`config.mk`:
```
export PLATFORM = sky130hd
export DESIGN_NAME = reg_file_mp_flat
export DESIGN_NICKNAME = d
export VERILOG_FILES = /design/src/rtl/reg_file_mp_if.sv /design/src/rtl/reg_file_mp.sv /design/src/flat_wrapper.sv
export SDC_FILE = /design/constraint.sdc
export NUM_CORES = 2
export LEC_CHECK = 0
export CAP_MARGIN = 30
export CORE_MARGIN = 4
export CORE_UTILIZATION = 45
export DETAILED_ROUTE_END_ITERATION = 16
export GPL_TIMING_DRIVEN = 0
export SETUP_SLACK_MARGIN = 0.02
export SLEW_MARGIN = 5
export SYNTH_ARGS = -nofsm -noshare
export SYNTH_HDL_FRONTEND = slang
export SYNTH_SLANG_ARGS = --single-unit
export TNS_END_PERCENT = 5
```
`constraint.sdc`:
```
create_clock -name clk -period 2.7 [get_ports clk]
set_clock_uncertainty 0.05 [all_clocks]
set_input_delay 0.405 -clock clk [delete_from_list [all_inputs] [get_ports clk]]
set_output_delay 0.405 -clock clk [all_outputs]
set_load 0.05 [all_outputs]
```
`src/rtl/reg_file_mp_if.sv`:
```
// Bus bundle between the decode/issue/write-back side and the multi-port
// register file. Port i (read) or j (write) occupies slice [i*W +: W] of
// each packed vector.
//
// Timing contract (no valid/ready back-pressure): the master drives every
// input each cycle. rd_* are combinational lookups answered in the same
// cycle. wr_* and iss_* are sampled on the rising clock edge, and an
// enable of 0 makes the matching address/data don't-care.
interface reg_file_mp_if #(
    parameter int DATA_WIDTH = 32,
    parameter int DEPTH      = 32,
    parameter int ADDR_W     = $clog2(DEPTH),
    parameter int NUM_RD     = 2,
    parameter int NUM_WR     = 1
);
    logic [NUM_RD-1:0]            rd_en;
    logic [NUM_RD*ADDR_W-1:0]     rd_addr;
    logic [NUM_RD*DATA_WIDTH-1:0] rd_data;
    logic [NUM_RD-1:0]            rd_busy;
    logic [NUM_WR-1:0]            wr_en;
    logic [NUM_WR*ADDR_W-1:0]     wr_addr;
    logic [NUM_WR*DATA_WIDTH-1:0] wr_data;
    logic                         iss_en;
    logic [ADDR_W-1:0]            iss_addr;
    logic [DEPTH-1:0]             busy_vec;

    modport master (
        output rd_en, rd_addr, wr_en, wr_addr, wr_data, iss_en, iss_addr,
        input  rd_data, rd_busy, busy_vec
    );

    modport slave (
        input  rd_en, rd_addr, wr_en, wr_addr, wr_data, iss_en, iss_addr,
        output rd_data, rd_busy, busy_vec
    );
endinterface

```
`src/rtl/reg_file_mp.sv`:
```
// Multi-port register file with optional same-cycle write-to-read bypass
// and a per-register pending-write scoreboard for RAW hazard detection.
// Register 0 is hard-wired to zero and is never marked busy.
module reg_file_mp #(
    parameter int DATA_WIDTH = 32,
    parameter int DEPTH      = 32,
    parameter int ADDR_W     = $clog2(DEPTH),
    parameter int NUM_RD     = 2,
    parameter int NUM_WR     = 1,
    parameter bit BYPASS     = 1'b1
) (
    input logic          clk,
    input logic          rst_n,
    reg_file_mp_if.slave bus
);

    logic [DATA_WIDTH-1:0] regs_q [DEPTH];
    logic [DATA_WIDTH-1:0] regs_d [DEPTH];
    logic [DEPTH-1:0]      busy_q;
    logic [DEPTH-1:0]      busy_d;

    // Next array and scoreboard state: later write ports override earlier
    // ones, and an issue sets busy after all write-back clears.
    always_comb begin : next_state
        logic [ADDR_W-1:0] wa;
        wa     = '0;
        regs_d = regs_q;
        busy_d = busy_q;
        for (int j = 0; j < NUM_WR; j++) begin
            wa = bus.wr_addr[j*ADDR_W +: ADDR_W];
            if (bus.wr_en[j] && (wa != '0)) begin
                regs_d[wa] = bus.wr_data[j*DATA_WIDTH +: DATA_WIDTH];
                busy_d[wa] = 1'b0;
            end
        end
        if (bus.iss_en && (bus.iss_addr != '0)) begin
            busy_d[bus.iss_addr] = 1'b1;
        end
    end

    // Array and scoreboard registers; register 0 is never written so it
    // keeps its reset value of zero.
    always_ff @(posedge clk or negedge rst_n) begin
        if (!rst_n) begin
            for (int k = 0; k < DEPTH; k++) begin
                regs_q[k] <= '0;
            end
            busy_q <= '0;
        end else begin
            regs_q <= regs_d;
            busy_q <= busy_d;
        end
    end

    // Combinational read ports. The bypass path is gated by rst_n so that
    // a write presented during reset cannot leak onto rd_data.
    always_comb begin : read_path
        logic [ADDR_W-1:0] ra;
        ra          = '0;
        bus.rd_data = '0;
        bus.rd_busy = '0;
        for (int i = 0; i < NUM_RD; i++) begin
            ra = bus.rd_addr[i*ADDR_W +: ADDR_W];
            if (bus.rd_en[i] && (ra != '0)) begin
                bus.rd_data[i*DATA_WIDTH +: DATA_WIDTH] = regs_q[ra];
                bus.rd_busy[i] = busy_q[ra];
                if (BYPASS && rst_n) begin
                    for (int j = 0; j < NUM_WR; j++) begin
                        if (bus.wr_en[j] && (bus.wr_addr[j*ADDR_W +: ADDR_W] == ra)) begin
                            bus.rd_data[i*DATA_WIDTH +: DATA_WIDTH] =
                                bus.wr_data[j*DATA_WIDTH +: DATA_WIDTH];
                            bus.rd_busy[i] = bus.iss_en && (bus.iss_addr == ra);
                        end
                    end
                end
            end
        end
    end

    // Full scoreboard exported for the stall unit and debug.
    assign bus.busy_vec = busy_q;

endmodule

```
`src/flat_wrapper.sv`:
```
// flat-port wrapper written by rule: the top's interface ports become plain ports
module reg_file_mp_flat 
#(
    parameter int DATA_WIDTH = 32,
    parameter int DEPTH      = 32,
    parameter int ADDR_W     = $clog2(DEPTH),
    parameter int NUM_RD     = 2,
    parameter int NUM_WR     = 1,
    parameter bit BYPASS     = 1'b1
)
  (clk, rst_n, bus_rd_en, bus_rd_addr, bus_wr_en, bus_wr_addr, bus_wr_data, bus_iss_en, bus_iss_addr, bus_rd_data, bus_rd_busy, bus_busy_vec);
  reg_file_mp_if #(.DATA_WIDTH(DATA_WIDTH), .DEPTH(DEPTH), .ADDR_W(ADDR_W), .NUM_RD(NUM_RD), .NUM_WR(NUM_WR)) bus_i ();
  input logic clk;
  input logic rst_n;
  input wire logic [$bits(bus_i.rd_en)-1:0] bus_rd_en;
  input wire logic [$bits(bus_i.rd_addr)-1:0] bus_rd_addr;
  input wire logic [$bits(bus_i.wr_en)-1:0] bus_wr_en;
  input wire logic [$bits(bus_i.wr_addr)-1:0] bus_wr_addr;
  input wire logic [$bits(bus_i.wr_data)-1:0] bus_wr_data;
  input wire logic [$bits(bus_i.iss_en)-1:0] bus_iss_en;
  input wire logic [$bits(bus_i.iss_addr)-1:0] bus_iss_addr;
  output wire logic [$bits(bus_i.rd_data)-1:0] bus_rd_data;
  output wire logic [$bits(bus_i.rd_busy)-1:0] bus_rd_busy;
  output wire logic [$bits(bus_i.busy_vec)-1:0] bus_busy_vec;
  assign bus_i.rd_en = bus_rd_en;
  assign bus_i.rd_addr = bus_rd_addr;
  assign bus_i.wr_en = bus_wr_en;
  assign bus_i.wr_addr = bus_wr_addr;
  assign bus_i.wr_data = bus_wr_data;
  assign bus_i.iss_en = bus_iss_en;
  assign bus_i.iss_addr = bus_iss_addr;
  assign bus_rd_data = bus_i.rd_data;
  assign bus_rd_busy = bus_i.rd_busy;
  assign bus_busy_vec = bus_i.busy_vec;
  reg_file_mp #(.DATA_WIDTH(DATA_WIDTH), .DEPTH(DEPTH), .ADDR_W(ADDR_W), .NUM_RD(NUM_RD), .NUM_WR(NUM_WR), .BYPASS(BYPASS)) u_core (.clk(clk), .rst_n(rst_n), .bus(bus_i));
endmodule
```
==> flow_summary.toml <==
[critical_path]
crit_required_ns = 2.25
path_class = "flip-flop to output pin"
cp_common_cell = "a221oi_2"
worst-path-buf-inv = 1
path_delay_family = "compound AO/OA/AOI/OAI gates"
max_stage_delay_ns = 0.59
cp-start-kind = "flip-flop"
cp_max_fo = 4
critPathArrivalTime_ns = 2.94
path_cells = "mux2i_1 -> a221oi_2 -> o21a_1 -> a221oi_2 -> o211ai_1 -> buf_4"
end_kind = "output pin"
slowest_stage = "o211ai_1"

[detailed_routing]
drc = 0
drtIter0Drc = 5058
drt-total-wl_um = 236000
via_count = 42200
firstDrtPassIters = 8
route.antenna.remaining_nets = 0
routedWlPerCell_um = 38.4
vias_per_cell = 6.86

[synth]
yosys.area.top_type = "dfrtp_1"
syn_avg_cell_area_um2 = 14.3
synth-warning-count = 0
yosysSeqAreaShare_pct = 46.2
ys.flop_type = "dfrtp_1"
syn-num-nets = 4055
synth_area_leaders = "dfrtp_1, mux2_2, mux4_2"
synthArstFlopShare_pct = 100
syn_inst = 3997
synth_seq_cells = 1056
synth_enable_flop_cells = 0
synth_top_area_share_pct = 46.2
syn_area_mm2 = 0.0572
synth_cell_types = 47

[cells_and_area]
mostFrequentLayoutCell = "dfrtp_1"
multi_input_area_mm2 = 0.0299
final_cell_area_mm2 = 0.0690
area_growth_pct = 20.5
post-route-util_pct = 54.7
layout.nets = 4451
mostFrequentLayoutCells = "dfrtp_1, mux2_2, mux4_2, mux2i_1, clkbuf_1"
n_fill_cell = 10400
drive_gt1_share_pct = 50.0
regArea_mm2 = 0.0264

[placed_design]
dpl-instance-area_mm2 = 0.0619
dpl.hpwl_um = 165000
gp_congestion = 0.964
dpl_worst_slack_ns = -2.83
portBuffers = 144

[timing]
tightest_slew_ns = 1.09
finalHoldViolCount = 0
timing.hold.ws_ns = 0.163
period_share_pct = 126
fin_crit_ns = 3.39
max_freq_mhz = 295
layout_setup_ws_ns = -0.692
rsz0062_at_grt = "yes"
slew_violations = 0
slew-limit-headroom_pct = 27.5
setup_viol = 93

[cts]
cts_made_buffers = 119
cts_root_buf = "clkbuf_16"
cts_tree = "built"
clockBufferDepth = 3
clkTransAtPathRegs_ns = 0.06
insertion_delay_ns = 0.76
clock-sinks = 1056
h-tree-depth = 3

[floorplan]
core_area_mm2 = 0.126
ios = 156
start_util_pct = 45.4
die-area_mm2 = 0.133
row_count = 130
fp.dieH_um = 365
die_w_um = 365

[power_and_ir_drop]
p_clk_share_pct = 33.2
leakagePower_nw = 30.0
netSwitchingFraction_pct = 30.7
powerDensity_mw_per_mm2 = 728
ir_drop_uv = 581
net-switching-power_mw = 15.4
total_power_mw = 50.2
internal_power_mw = 34.8
p_comb_share_pct = 24.5
seqPwrFrac_pct = 42.3

[grt]
grt_usage_pct = 35.4
grt_max_degree = 165
grt_pass1_wl_um = 329000
overflow = 0
grt_pass1_vias = 42400
antenna_found_initial = 9

[status]
outcome = "finished with violations"
violations = "setup timing"

[flow_run]
max-cap-violations = 0

[worst_hold_path]
min_path_type = "input pin to flip-flop"
[stage by stage]
| stage | setup TNS [ns] | cells |
|---|---|---|
| 2_1_floorplan | -1.63 | 3997 |
| 3_3_place_gp | - | 5791 |
| 3_5_place_dp | -810.81 | 5859 |
| 4_1_cts | -27.13 | 6140 |
| 5_1_grt | -26.81 | 6146 |
| 6_report | -27.09 | 6152 |
[registers in the layout (all words and copies together) (netlist names)]
| name | cells |
|---|---|
| u_core.bus.busy_vec | 32 |
| u_core.regs_q | 1024 |
[layer usage]
layer  vias up  part of all wire [%]  track usage (%)
li1      16400                     -                -
met1     22500                    39             46.7
met2      2661                    43             51.2
met3       633                    11             11.8
met4        10                   6.2             20.8
met5         -                 0.029            0.908
[final cells by class]
cell class                      instances  area share (%)
Antenna cell                            8          0.0290
Multi-Input combinational cell       2471            43.3
Clock buffer                          181            5.12
Timing Repair Buffer                  275            4.87
Sequential cell                      1056            38.3
Inverter                                9          0.0635
Buffer                                461            4.65
Tap cell                             1650            2.99
Clock inverter                         41           0.613
[cells by family (layout without fill, tap and decap cells)]
kind of cell	after synthesis	count (layout)	share of synthesized area [%]
muxes	1718	1718	40.9
DFF	1056	1056	46.2
AOI/OAI and AO/OA	575	575	7.34
buffers and inverters	470	967	3.71
and+or+nand+nor	158	158	1.59
xor gates and xnor gates	20	20	0.306
other	0	8	0
[power by group through the flow]
stage	clock, mW	combinational (mW)	sequential, mW
global placement	0	10.6	21.3
floorplan	0	7.49	20.9
detailed placement	0	11.1	21.4
global route	17.4	12.9	21.5
finish	16.7	12.3	21.2
CTS	16.8	12.0	21.1
[synth_stat cells (3+ instances only)]
library cell  count
or3_1             4
a22o_1           12
mux2_1            8
clkbuf_1        233
a21oi_1          64
a22oi_1          65
nor2_1           18
xnor2_1           9
o21ai_0          98
a221oi_1        133
nand3b_1          3
buf_2           134
nor3b_1           3
o211ai_1          3
a211o_1          64
nor3_1            5
buf_1            55
mux4_2          397
o21a_1            3
dfrtp_1        1056
buf_4            26
buf_6            12
nand2b_1          7
nand2_1          24
mux2i_1         328
xor2_1           11
a211oi_1        128
nand3_1           6
nand4_1           4
mux2_2          985
inv_1             7
nor2b_1          68
nor3_2            4
[path summary, 6_finish.rpt]
kind,start,to,slack (ns),depth (start not counted)
hold reg to reg,u_core.regs_q[1017],u_core.regs_q[1017],0.42,1
hold / removal,bus_wr_addr[4],u_core.regs_q[768],0.16,3
min in group asynchronous,rst_n,u_core.regs_q[888],0.23,3
setup reg to reg,u_core.bus.busy_vec[31],u_core.bus.busy_vec[31],1.63,4
setup / recovery,u_core.bus.busy_vec[4],bus_rd_busy[1],-0.69,6
max in group asynchronous,rst_n,u_core.regs_q[136],0.99,6
[what timing repair did]
action,4_1_cts,5_1_grt
hold endpoints to repair,232,0
setup endpoints to repair,470,193
setup buffers,36,2
pin swaps,83,36
gates cloned,13,0
hold buffers,10,0
gates resized for setup,972,143
[worst min-delay path, stage by stage]
cell and delay, ns:
buf_6 0.15, nor4_2 0.14, mux2_2 0.24
No activity file was read; power rests on OpenSTA's default activity.
